===== config.mk =====
export PLATFORM = sky130hd
export DESIGN_NAME = mem_port_arbiter
export DESIGN_NICKNAME = d
export VERILOG_FILES = /design/src/rtl/mem_port_arbiter_pkg.sv /design/src/rtl/mem_port_arbiter_mode_filter.sv /design/src/rtl/mem_port_arbiter.sv
export SDC_FILE = /design/constraint.sdc
export NUM_CORES = 1
export LEC_CHECK = 0
export CORE_MARGIN = 5
export CORE_UTILIZATION = 45
export CTS_CLUSTER_DIAMETER = 120
export CTS_CLUSTER_SIZE = 24
export DETAILED_ROUTE_END_ITERATION = 8
export GPL_ROUTABILITY_DRIVEN = 0
export PLACE_DENSITY = 0.91
export SLEW_MARGIN = 0
export SYNTH_ARGS = -nofsm -noshare
export SYNTH_HDL_FRONTEND = slang
export SYNTH_SLANG_ARGS = --single-unit

===== constraint.sdc =====
create_clock -name clock -period 2.32 [get_ports clock]
set_input_delay 0.58 -clock clock [delete_from_list [all_inputs] [get_ports clock]]
set_output_delay 0.58 -clock clock [all_outputs]
set_load 0.05 [all_outputs]

===== src/rtl/mem_port_arbiter_pkg.sv =====
// Shared constants for the program/data RAM port arbiter: FSM encodings, owner codes
// and the saturating write-counter helper.
package mem_port_arbiter_pkg;

    typedef enum logic [2:0] {
        ARB_CPU_OWN    = 3'd0,
        ARB_DRAIN_CPU  = 3'd1,
        ARB_SWITCH     = 3'd2,
        ARB_PROG_OWN   = 3'd3,
        ARB_DRAIN_PROG = 3'd4
    } arb_state_t;

    localparam logic OWNER_CPU  = 1'b0;
    localparam logic OWNER_PROG = 1'b1;

    function automatic logic [7:0] sat_inc8(input logic [7:0] value);
        return (value == 8'hFF) ? value : value + 8'd1;
    endfunction

endpackage


===== src/rtl/mem_port_arbiter_mode_filter.sv =====
// Mode switch conditioner: 2-flop synchronizer followed by a stability filter that only
// moves mode_f after the synced level has disagreed with it for MODE_FILT cycles in a row.
module mode_filter #(
    parameter int MODE_FILT = 4
) (
    input  logic clock,
    input  logic reset,
    input  logic mode_sel,
    output logic mode_f
);

    localparam int CW = $clog2(MODE_FILT + 1);

    logic [1:0]    sync_reg;
    logic [CW-1:0] cnt_reg;
    logic          mode_f_reg;

    always_ff @(posedge clock) begin
        if (reset) begin
            sync_reg   <= 2'b00;
            cnt_reg    <= '0;
            mode_f_reg <= 1'b0;
        end else begin
            sync_reg <= {sync_reg[0], mode_sel};
            // Any cycle of agreement restarts the stability count.
            if (sync_reg[1] != mode_f_reg) begin
                if (cnt_reg == CW'(MODE_FILT - 1)) begin
                    mode_f_reg <= sync_reg[1];
                    cnt_reg    <= '0;
                end else begin
                    cnt_reg <= cnt_reg + 1'b1;
                end
            end else begin
                cnt_reg <= '0;
            end
        end
    end

    assign mode_f = mode_f_reg;

endmodule


===== src/rtl/mem_port_arbiter.sv =====
// Owns the single-port program/data RAM: hands it to either the CPU bus port or the
// programmer port, with drain and a dead turnaround cycle between owners.
module mem_port_arbiter
    import mem_port_arbiter_pkg::*;
#(
    parameter int AW        = 8,
    parameter int DW        = 8,
    parameter int MODE_FILT = 4
) (
    input  logic          clock,
    input  logic          reset,
    input  logic          mode_sel,
    input  logic          cpu_req,
    input  logic          cpu_wr,
    input  logic [AW-1:0] cpu_adrs,
    input  logic [DW-1:0] cpu_wdata,
    output logic          cpu_gnt,
    output logic          cpu_rvalid,
    output logic [DW-1:0] cpu_rdata,
    output logic          cpu_run_en,
    input  logic          prog_req,
    input  logic          prog_wr,
    input  logic [AW-1:0] prog_adrs,
    input  logic [DW-1:0] prog_wdata,
    output logic          prog_gnt,
    output logic          prog_rvalid,
    output logic [DW-1:0] prog_rdata,
    output logic [AW-1:0] mem_adrs,
    output logic [DW-1:0] mem_data,
    output logic          mem_wr_en,
    input  logic [DW-1:0] mem_q,
    output logic          owner,
    output logic [7:0]    wr_count,
    output logic [7:0]    wr_sum
);

    logic          mode_f;
    arb_state_t    state_reg;
    logic          owner_reg;
    logic          run_en_reg;
    logic          own_cpu;
    logic          own_prog;
    logic          cpu_rvalid_reg;
    logic          prog_rvalid_reg;
    logic [DW-1:0] cpu_rdata_reg;
    logic [DW-1:0] prog_rdata_reg;
    logic [AW-1:0] adrs_hold_reg;
    logic [DW-1:0] data_hold_reg;
    logic [7:0]    wr_count_reg;
    logic [7:0]    wr_sum_reg;

    mode_filter #(
        .MODE_FILT (MODE_FILT)
    ) u_mode_filter (
        .clock    (clock),
        .reset    (reset),
        .mode_sel (mode_sel),
        .mode_f   (mode_f)
    );

    // Grants are combinational so a request is issued in the cycle it is raised;
    // reset kills any access in flight.
    assign own_cpu  = (state_reg == ARB_CPU_OWN)  && !reset;
    assign own_prog = (state_reg == ARB_PROG_OWN) && !reset;
    assign cpu_gnt  = own_cpu  && cpu_req;
    assign prog_gnt = own_prog && prog_req;

    always_comb begin
        mem_adrs  = adrs_hold_reg;
        mem_data  = data_hold_reg;
        mem_wr_en = 1'b0;
        if (reset) begin
            mem_adrs = '0;
            mem_data = '0;
        end else if (own_cpu) begin
            mem_adrs  = cpu_adrs;
            mem_data  = cpu_wdata;
            mem_wr_en = cpu_gnt && cpu_wr;
        end else if (own_prog) begin
            mem_adrs  = prog_adrs;
            mem_data  = prog_wdata;
            mem_wr_en = prog_gnt && prog_wr;
        end
    end

    always_ff @(posedge clock) begin
        if (reset) begin
            adrs_hold_reg <= '0;
            data_hold_reg <= '0;
        end else if (own_cpu || own_prog) begin
            adrs_hold_reg <= mem_adrs;
            data_hold_reg <= mem_data;
        end
    end

    // Read return: RAM output is valid the cycle after the grant; pass it through in
    // that cycle and keep a copy so rdata stays stable afterwards.
    always_ff @(posedge clock) begin
        if (reset) begin
            cpu_rvalid_reg  <= 1'b0;
            prog_rvalid_reg <= 1'b0;
            cpu_rdata_reg   <= '0;
            prog_rdata_reg  <= '0;
        end else begin
            cpu_rvalid_reg  <= cpu_gnt && !cpu_wr;
            prog_rvalid_reg <= prog_gnt && !prog_wr;
            if (cpu_rvalid_reg)
                cpu_rdata_reg <= mem_q;
            if (prog_rvalid_reg)
                prog_rdata_reg <= mem_q;
        end
    end

    assign cpu_rvalid  = cpu_rvalid_reg;
    assign prog_rvalid = prog_rvalid_reg;
    assign cpu_rdata   = cpu_rvalid_reg  ? mem_q : cpu_rdata_reg;
    assign prog_rdata  = prog_rvalid_reg ? mem_q : prog_rdata_reg;

    // Ownership FSM. owner flips as soon as the drain starts so the display shows the
    // destination; SWITCH re-evaluates mode_f, so a bounce returns to the original owner.
    always_ff @(posedge clock) begin
        if (reset) begin
            state_reg  <= ARB_CPU_OWN;
            owner_reg  <= OWNER_CPU;
            run_en_reg <= 1'b1;
        end else begin
            unique case (state_reg)
                ARB_CPU_OWN: begin
                    if (mode_f) begin
                        state_reg  <= ARB_DRAIN_CPU;
                        owner_reg  <= OWNER_PROG;
                        run_en_reg <= 1'b0;
                    end
                end
                ARB_DRAIN_CPU: begin
                    if (!cpu_rvalid_reg)
                        state_reg <= ARB_SWITCH;
                end
                ARB_SWITCH: begin
                    if (mode_f) begin
                        state_reg  <= ARB_PROG_OWN;
                        owner_reg  <= OWNER_PROG;
                        run_en_reg <= 1'b0;
                    end else begin
                        state_reg  <= ARB_CPU_OWN;
                        owner_reg  <= OWNER_CPU;
                        run_en_reg <= 1'b1;
                    end
                end
                ARB_PROG_OWN: begin
                    if (!mode_f) begin
                        state_reg <= ARB_DRAIN_PROG;
                        owner_reg <= OWNER_CPU;
                    end
                end
                ARB_DRAIN_PROG: begin
                    if (!prog_rvalid_reg)
                        state_reg <= ARB_SWITCH;
                end
                default: begin
                    state_reg  <= ARB_CPU_OWN;
                    owner_reg  <= OWNER_CPU;
                    run_en_reg <= 1'b1;
                end
            endcase
        end
    end

    assign owner      = owner_reg;
    assign cpu_run_en = run_en_reg;

    // Programmer write statistics restart with every new programming session.
    always_ff @(posedge clock) begin
        if (reset) begin
            wr_count_reg <= 8'h00;
            wr_sum_reg   <= 8'h00;
        end else if (state_reg == ARB_SWITCH && mode_f) begin
            wr_count_reg <= 8'h00;
            wr_sum_reg   <= 8'h00;
        end else if (prog_gnt && prog_wr) begin
            wr_count_reg <= sat_inc8(wr_count_reg);
            wr_sum_reg   <= wr_sum_reg + 8'(prog_wdata);
        end
    end

    assign wr_count = wr_count_reg;
    assign wr_sum   = wr_sum_reg;

endmodule

# Word-level counts from Yosys, hierarchy flattened
# Index checks and enable logic that the tools add are counted.
# Widths: inputs -> output; s select.
# op_classes
add_sub_neg	3
mul	0
div_mod_pow	0
order_cmp	0
n_eq_ne	11
shift	0
mux	24
bitwise_logic	4
reduce_logical	23
# ops
op	count
$mux 8	8
$pmux 3 s5	1
$mux 3	4
$eq 3x2->1 const B	3
$logic_and 1x1->1	9
$add 8x1->8 const B	1
$add 8x8->8	1
$eq 8x8->1 const B	1
$mux 1	8
$ne 2x2->1 const B	3
$reduce_and 2->1	3
$reduce_or 3->1	2
$not 1->1	4
$pmux 1 s4	1
$reduce_and 4->1	1
$reduce_or 2->1	2
$add 3x1->3 const B	1
$eq 3x1->1 const B	1
$eq 3x3->1 const B	1
$logic_not 1->1	3
$logic_not 3->1	1
$pmux 1 s3	1
$reduce_and 3->1	1
$mux 2	1
3 further kinds	3
# totals
ff_bits	61
latchBits	0
ram_bits	0
rom_bits	0
inputBits	47
elab_cells	79
mem_count	0

# Depth between registers and ports, before layout
# logic_depth
ltp_word	7
depth_mapped	9

# Modules after synthesis
# Synthesis repeated with hierarchy kept, for this count alone.
# unflattened
hier_cells	304
hier_area_um2	2800.2
# by_module_without_submodules
mod	instances	cells_per_inst	area_per_inst_um2	seq_area_each_um2
mem_port_arbiter	1	287	2588.7	1101.1
mode_filter	1	17	211.5	120.1

# Least setup slack after synthesis
# OpenSTA, ideal clock, no wires.
# synth_timing
kind	input to output
startpoint	input reset
endpoint	output mem_adrs[1]
arrival_ns	2.292
path_slack_ns	-0.552
stages	5
cell_sequence	buf_2 -> nor4_1 -> buf_2 -> a22oi_1 -> a21oi_1
# synth_via
elab_chain_len	5
elab_cells_between_ends	6
# synth_rtl
item	line	rtl
start: declaration	mem_port_arbiter.sv:11	input logic reset,
$logic_not 1->1	mem_port_arbiter.sv:63, mem_port_arbiter.sv:64	
$logic_and 1x1->1	mem_port_arbiter.sv:64	assign own_prog = (state_reg == ARB_PROG_OWN) && !reset;
$mux 8	mem_port_arbiter.sv:79	end else if (own_prog) begin
$mux 8	mem_port_arbiter.sv:75	end else if (own_cpu) begin
$mux 8 (*)	mem_port_arbiter.sv:72	if (reset) begin
end: declaration	mem_port_arbiter.sv:28	output logic [AW-1:0] mem_adrs,
# Mark *: on every way between the ends. The rest lies on a longest branch, timed or not.

# Final worst setup path
# layout_timing
startpoint	input reset
endpoint	output mem_data[0]
# layout_via
elab_chain_len	5
elab_cells_between_ends	6
# layout_rtl
item	line	rtl
$logic_not 1->1	mem_port_arbiter.sv:63, mem_port_arbiter.sv:64	
$logic_and 1x1->1	mem_port_arbiter.sv:64	
$mux 8	mem_port_arbiter.sv:79	
$mux 8	mem_port_arbiter.sv:75	
$mux 8 (*)	mem_port_arbiter.sv:72	
end: declaration	mem_port_arbiter.sv:29	output logic [DW-1:0] mem_data,
# Marked as above.

==> flow_summary_export.csv <==
group,metric,value,unit
clock_tree,cts_tree,"yes",
timing,max_clock_freq,0.428,GHz
final_layout,most-common-layout-cells,"62 x sky130_fd_sc_hd__clkdlybuf4s50_1, 58 x sky130_fd_sc_hd__dfxtp_1, 37 x sky130_fd_sc_hd__buf_4, 27 x sky130_fd_sc_hd__a21oi_1, 25 x sky130_fd_sc_hd__nand2_1",
grt,via_count_of_the_first_global_routing_pass,3044,
floorplan,die_height,89.1,um
logic_synthesis,ys_types,42,
logic_synthesis,postSynthCellCount,320,
place,detailed_place.area,0.00444,sq mm
worst_setup_path,timing.setup.critical_path_class,"input pin to output port",
worst_setup_path,timing.rr.end,"wr_sum[6]",
clock_tree,root_buffer,"sky130_fd_sc_hd__clkbuf_8",
logic_synthesis,post-synth-top-area-cell,"sky130_fd_sc_hd__dfxtp_1",
final_layout,drive_gt1_frac,0.377,
worst_setup_path,critPathTopFamily,"buffers and inverters",
timing,slew_headroom,0.648,
hold_path,hold_end,"u_mode_filter.cnt_reg[0]",
run_status,violated_checks,"setup timing",
floorplan,die_width,89.1,um
clock_tree,h-tree-depth,3,
place,placed_instance_count,513,
timing,layout_worst_path_cycle_share,1.01,
worst_setup_path,critPathArrivalTime,1760,ps
timing,layout_setup_ws,-17.8,ps
final_layout,synthToLayoutAreaGrowth,76.5,%
hold_path,hold_path.class,"flip-flop to flip-flop",
timing,hold_violations,0,
clock_tree,clk_path_buf_depth,2,
pwr,internal_power,1.85,mW
final_layout,layout_commonest_cell,"sky130_fd_sc_hd__clkdlybuf4s50_1",
place,number_of_buffers_inserted_by_port_buffering,101,
logic_synthesis,count_of_state_elements_after_synthesis,61,
clock_tree,path_clk_slew,70,ps
worst_setup_path,r2r-start,"wr_sum[0]",
grt,grt_remaining_overflow,0,
timing,worst_slew_pin_slew,527,ps
floorplan,ios,102,
drt,detail-route-antenna-nets,0,
logic_synthesis,synth_edf_count,0,
pwr,net-switching-power,662,uW
worst_setup_path,cp_num_buf_inv,4,
final_layout,number_of_nets_at_the_end_of_the_flow,516,
logic_synthesis,netlist_top_cells_area,"sky130_fd_sc_hd__dfxtp_1 43%, sky130_fd_sc_hd__a21oi_1 7.5%, sky130_fd_sc_hd__mux2_2 6.4%",
worst_setup_path,path_cells,"buf_6 -> nor4_4 -> buf_6 -> buf_8 -> a22oi_2 -> a21oi_4 -> buf_6",
timing,minimum_period_implied_by_the_final_worst_setup_slack,2340,ps
drt,routed_wl,9320,um
floorplan,die_area,0.00794,sq mm
worst_setup_path,critPathMaxFanout,6,
grt,antenna_found_initial,0,
grt,grt_pass1_wl,14600,um
pwr,power_density,505,mW/mm^2
grt,grt_max_degree,21,
logic_synthesis,syn-num-nets,378,
run_status,run_status,"complete, but fails checks",
clock_tree,hold_fix_buffer_count_after_cts,0,
grt,grt.total_usage,0.237,
timing,rsz_0062_raised_after_global_routing,"yes",
floorplan,rows,28,
drt,detail_route.drc_violations,0,
logic_synthesis,synth.yosys.warnings,0,
hold_path,hold_path_startpoint,"u_mode_filter.cnt_reg[0]",
clock_tree,cts-buffers-inserted,9,
pwr,power_switching_share,0.264,
worst_setup_path,cp.required,1740,ps
worst_setup_path,worst_setup_path_end_kind,"output port",
drt,route.detailed.wl_per_inst,17.4,um
clock_tree,clock_latency,330,ps
logic_synthesis,ys_dominant_reg_cell,"sky130_fd_sc_hd__dfxtp_1",
drt,dr.pass1.iters,4,
drt,initialDrtViolationCount,136,
pwr,power_frac_clock,0.379,
worst_setup_path,crit_top_cell,"sky130_fd_sc_hd__buf_6",
floorplan,initial_cell_density_of_the_core,0.470,
worst_setup_path,crit_path_max_incr_delay,280,ps
worst_setup_path,slowest_cell_on_the_critical_path,"sky130_fd_sc_hd__nor4_4",
worst_setup_path,timing.reg2reg.worst_path_depth,9,
timing,final-max-slew-violation-count,0,
logic_synthesis,ffs_w_async_s_r_synth,0,
hold_path,holdPathStages,1,
drt,vias,2923,
worst_setup_path,path_depth,7,
drt,avgViaCountPerCell,5.44,
place,dp.final_hpwl,6600,um
pwr,p_seq_frac,0.431,
logic_synthesis,syn_avg_cell_area,8.80,sq um
logic_synthesis,syn_area,0.00282,sq mm
logic_synthesis,synth.top_cell.area_share,0.434,
timing,setup_violations,3,
logic_synthesis,synth_sequential_area_ratio,0.434,
worst_setup_path,ff2ff_setup_slack,430,ps
timing,finalClockSkew,9.58,ps
pwr,combPwrFrac,0.190,
pwr,worst_ir_drop_vdd,384,uV
final_layout,antennaDiodeCount,0,
clock_tree,numClockSinks,61,
final_layout,final_cell_count_no_fill,537,
run,max_cap_violations,0,
worst_setup_path,worst_setup_path_start_kind,"input pin",
pwr,leakage,1.95,nW
floorplan,core_area,0.00599,sq mm
place,place_ws,-254,ps
final_layout,final_cell_area,0.00497,sq mm
## cell usage after synthesis (all sizes together), types with 3 or more instances
master  number
dfxtp       61
a22oi       13
a31oi        3
nand3        3
nand4        3
buf          6
o21ai       12
or3          4
and2        19
xnor2        3
a21oi       42
a21o         3
xor2         7
nor2b        6
nor3         5
clkbuf      10
nor2        25
a211oi       4
mux2        16
ha          10
nand2       38
nand2b       3
inv          7
mux2i        3
## repair_timing
action                     4_1_cts  5_1_grt
cloned                           1        1
setup endpoints to repair       17       19
pin swaps                        5       13
setup buffers                    3        5
resized for setup               48       29
## worst max path at each step
stage / startpoint / endpoint / slack, ps
after CTS: state_reg[1] / mem_adrs[1] / -10
after global placement: prog_wdata[4] / wr_sum[7] / -120
after global routing: state_reg[0] / mem_data[6] / -90
after detailed placement: prog_wdata[0] / wr_sum[6] / -250
final: reset / mem_data[0] / -20
after floorplan: reset / mem_wr_en / 20
## power groups by stage
stage	Clock, mW	Sequential, mW	Combinational, mW
floorplan	0	1.11	0.210
global placement	0	1.10	0.414
detailed placement	0	1.11	0.424
CTS	0.965	1.08	0.458
global route	1.02	1.08	0.502
finish	0.952	1.08	0.477
## metal layers
layer | track usage | share of wire | up-vias
met2 | 0.423 | 0.51 | 105
li1 | - | - | 1393
met3 | 0.0747 | 0.079 | 33
met1 | 0.253 | 0.37 | 1392
met4 | 0.115 | 0.036 | 0
met5 | 0 | 0 | -
## layout make-up
type	instances	area [sq um]
Tap cell	75	93.8
Multi-Input combinational cell	236	1820
Timing Repair Buffer	143	1600
Fill cell	333	1020
Inverter	7	30.0
Clock buffer	11	151
Clock inverter	4	47.5
Sequential cell	61	1230
## logic make-up after synthesis
logic type / synth area share
AOI/OAI and AO/OA: 0.175
xor gates and xnor gates: 0.0311
adders and majority gates: 0.0515
buffers and inverters: 0.0333
DFF: 0.434
muxes: 0.0746
and+or+nand+nor: 0.201
## through the flow
| stage | power, mW | hold WS, ps | TNS [ps] | utilization |
|---|---|---|---|---|
| 2_1_floorplan | 1.32 | 399 | 0 | - |
| 3_3_place_gp | 1.52 | 408 | -335 | 0.740 |
| 3_5_place_dp | 1.53 | 426 | -1190 | 0.740 |
| 4_1_cts | 2.51 | 435 | -28.6 | 0.807 |
| 5_1_grt | 2.60 | 464 | -861 | 0.830 |
| 6_report | 2.51 | 430 | -38.7 | 0.830 |
Power figures use the tool's default switching activity.
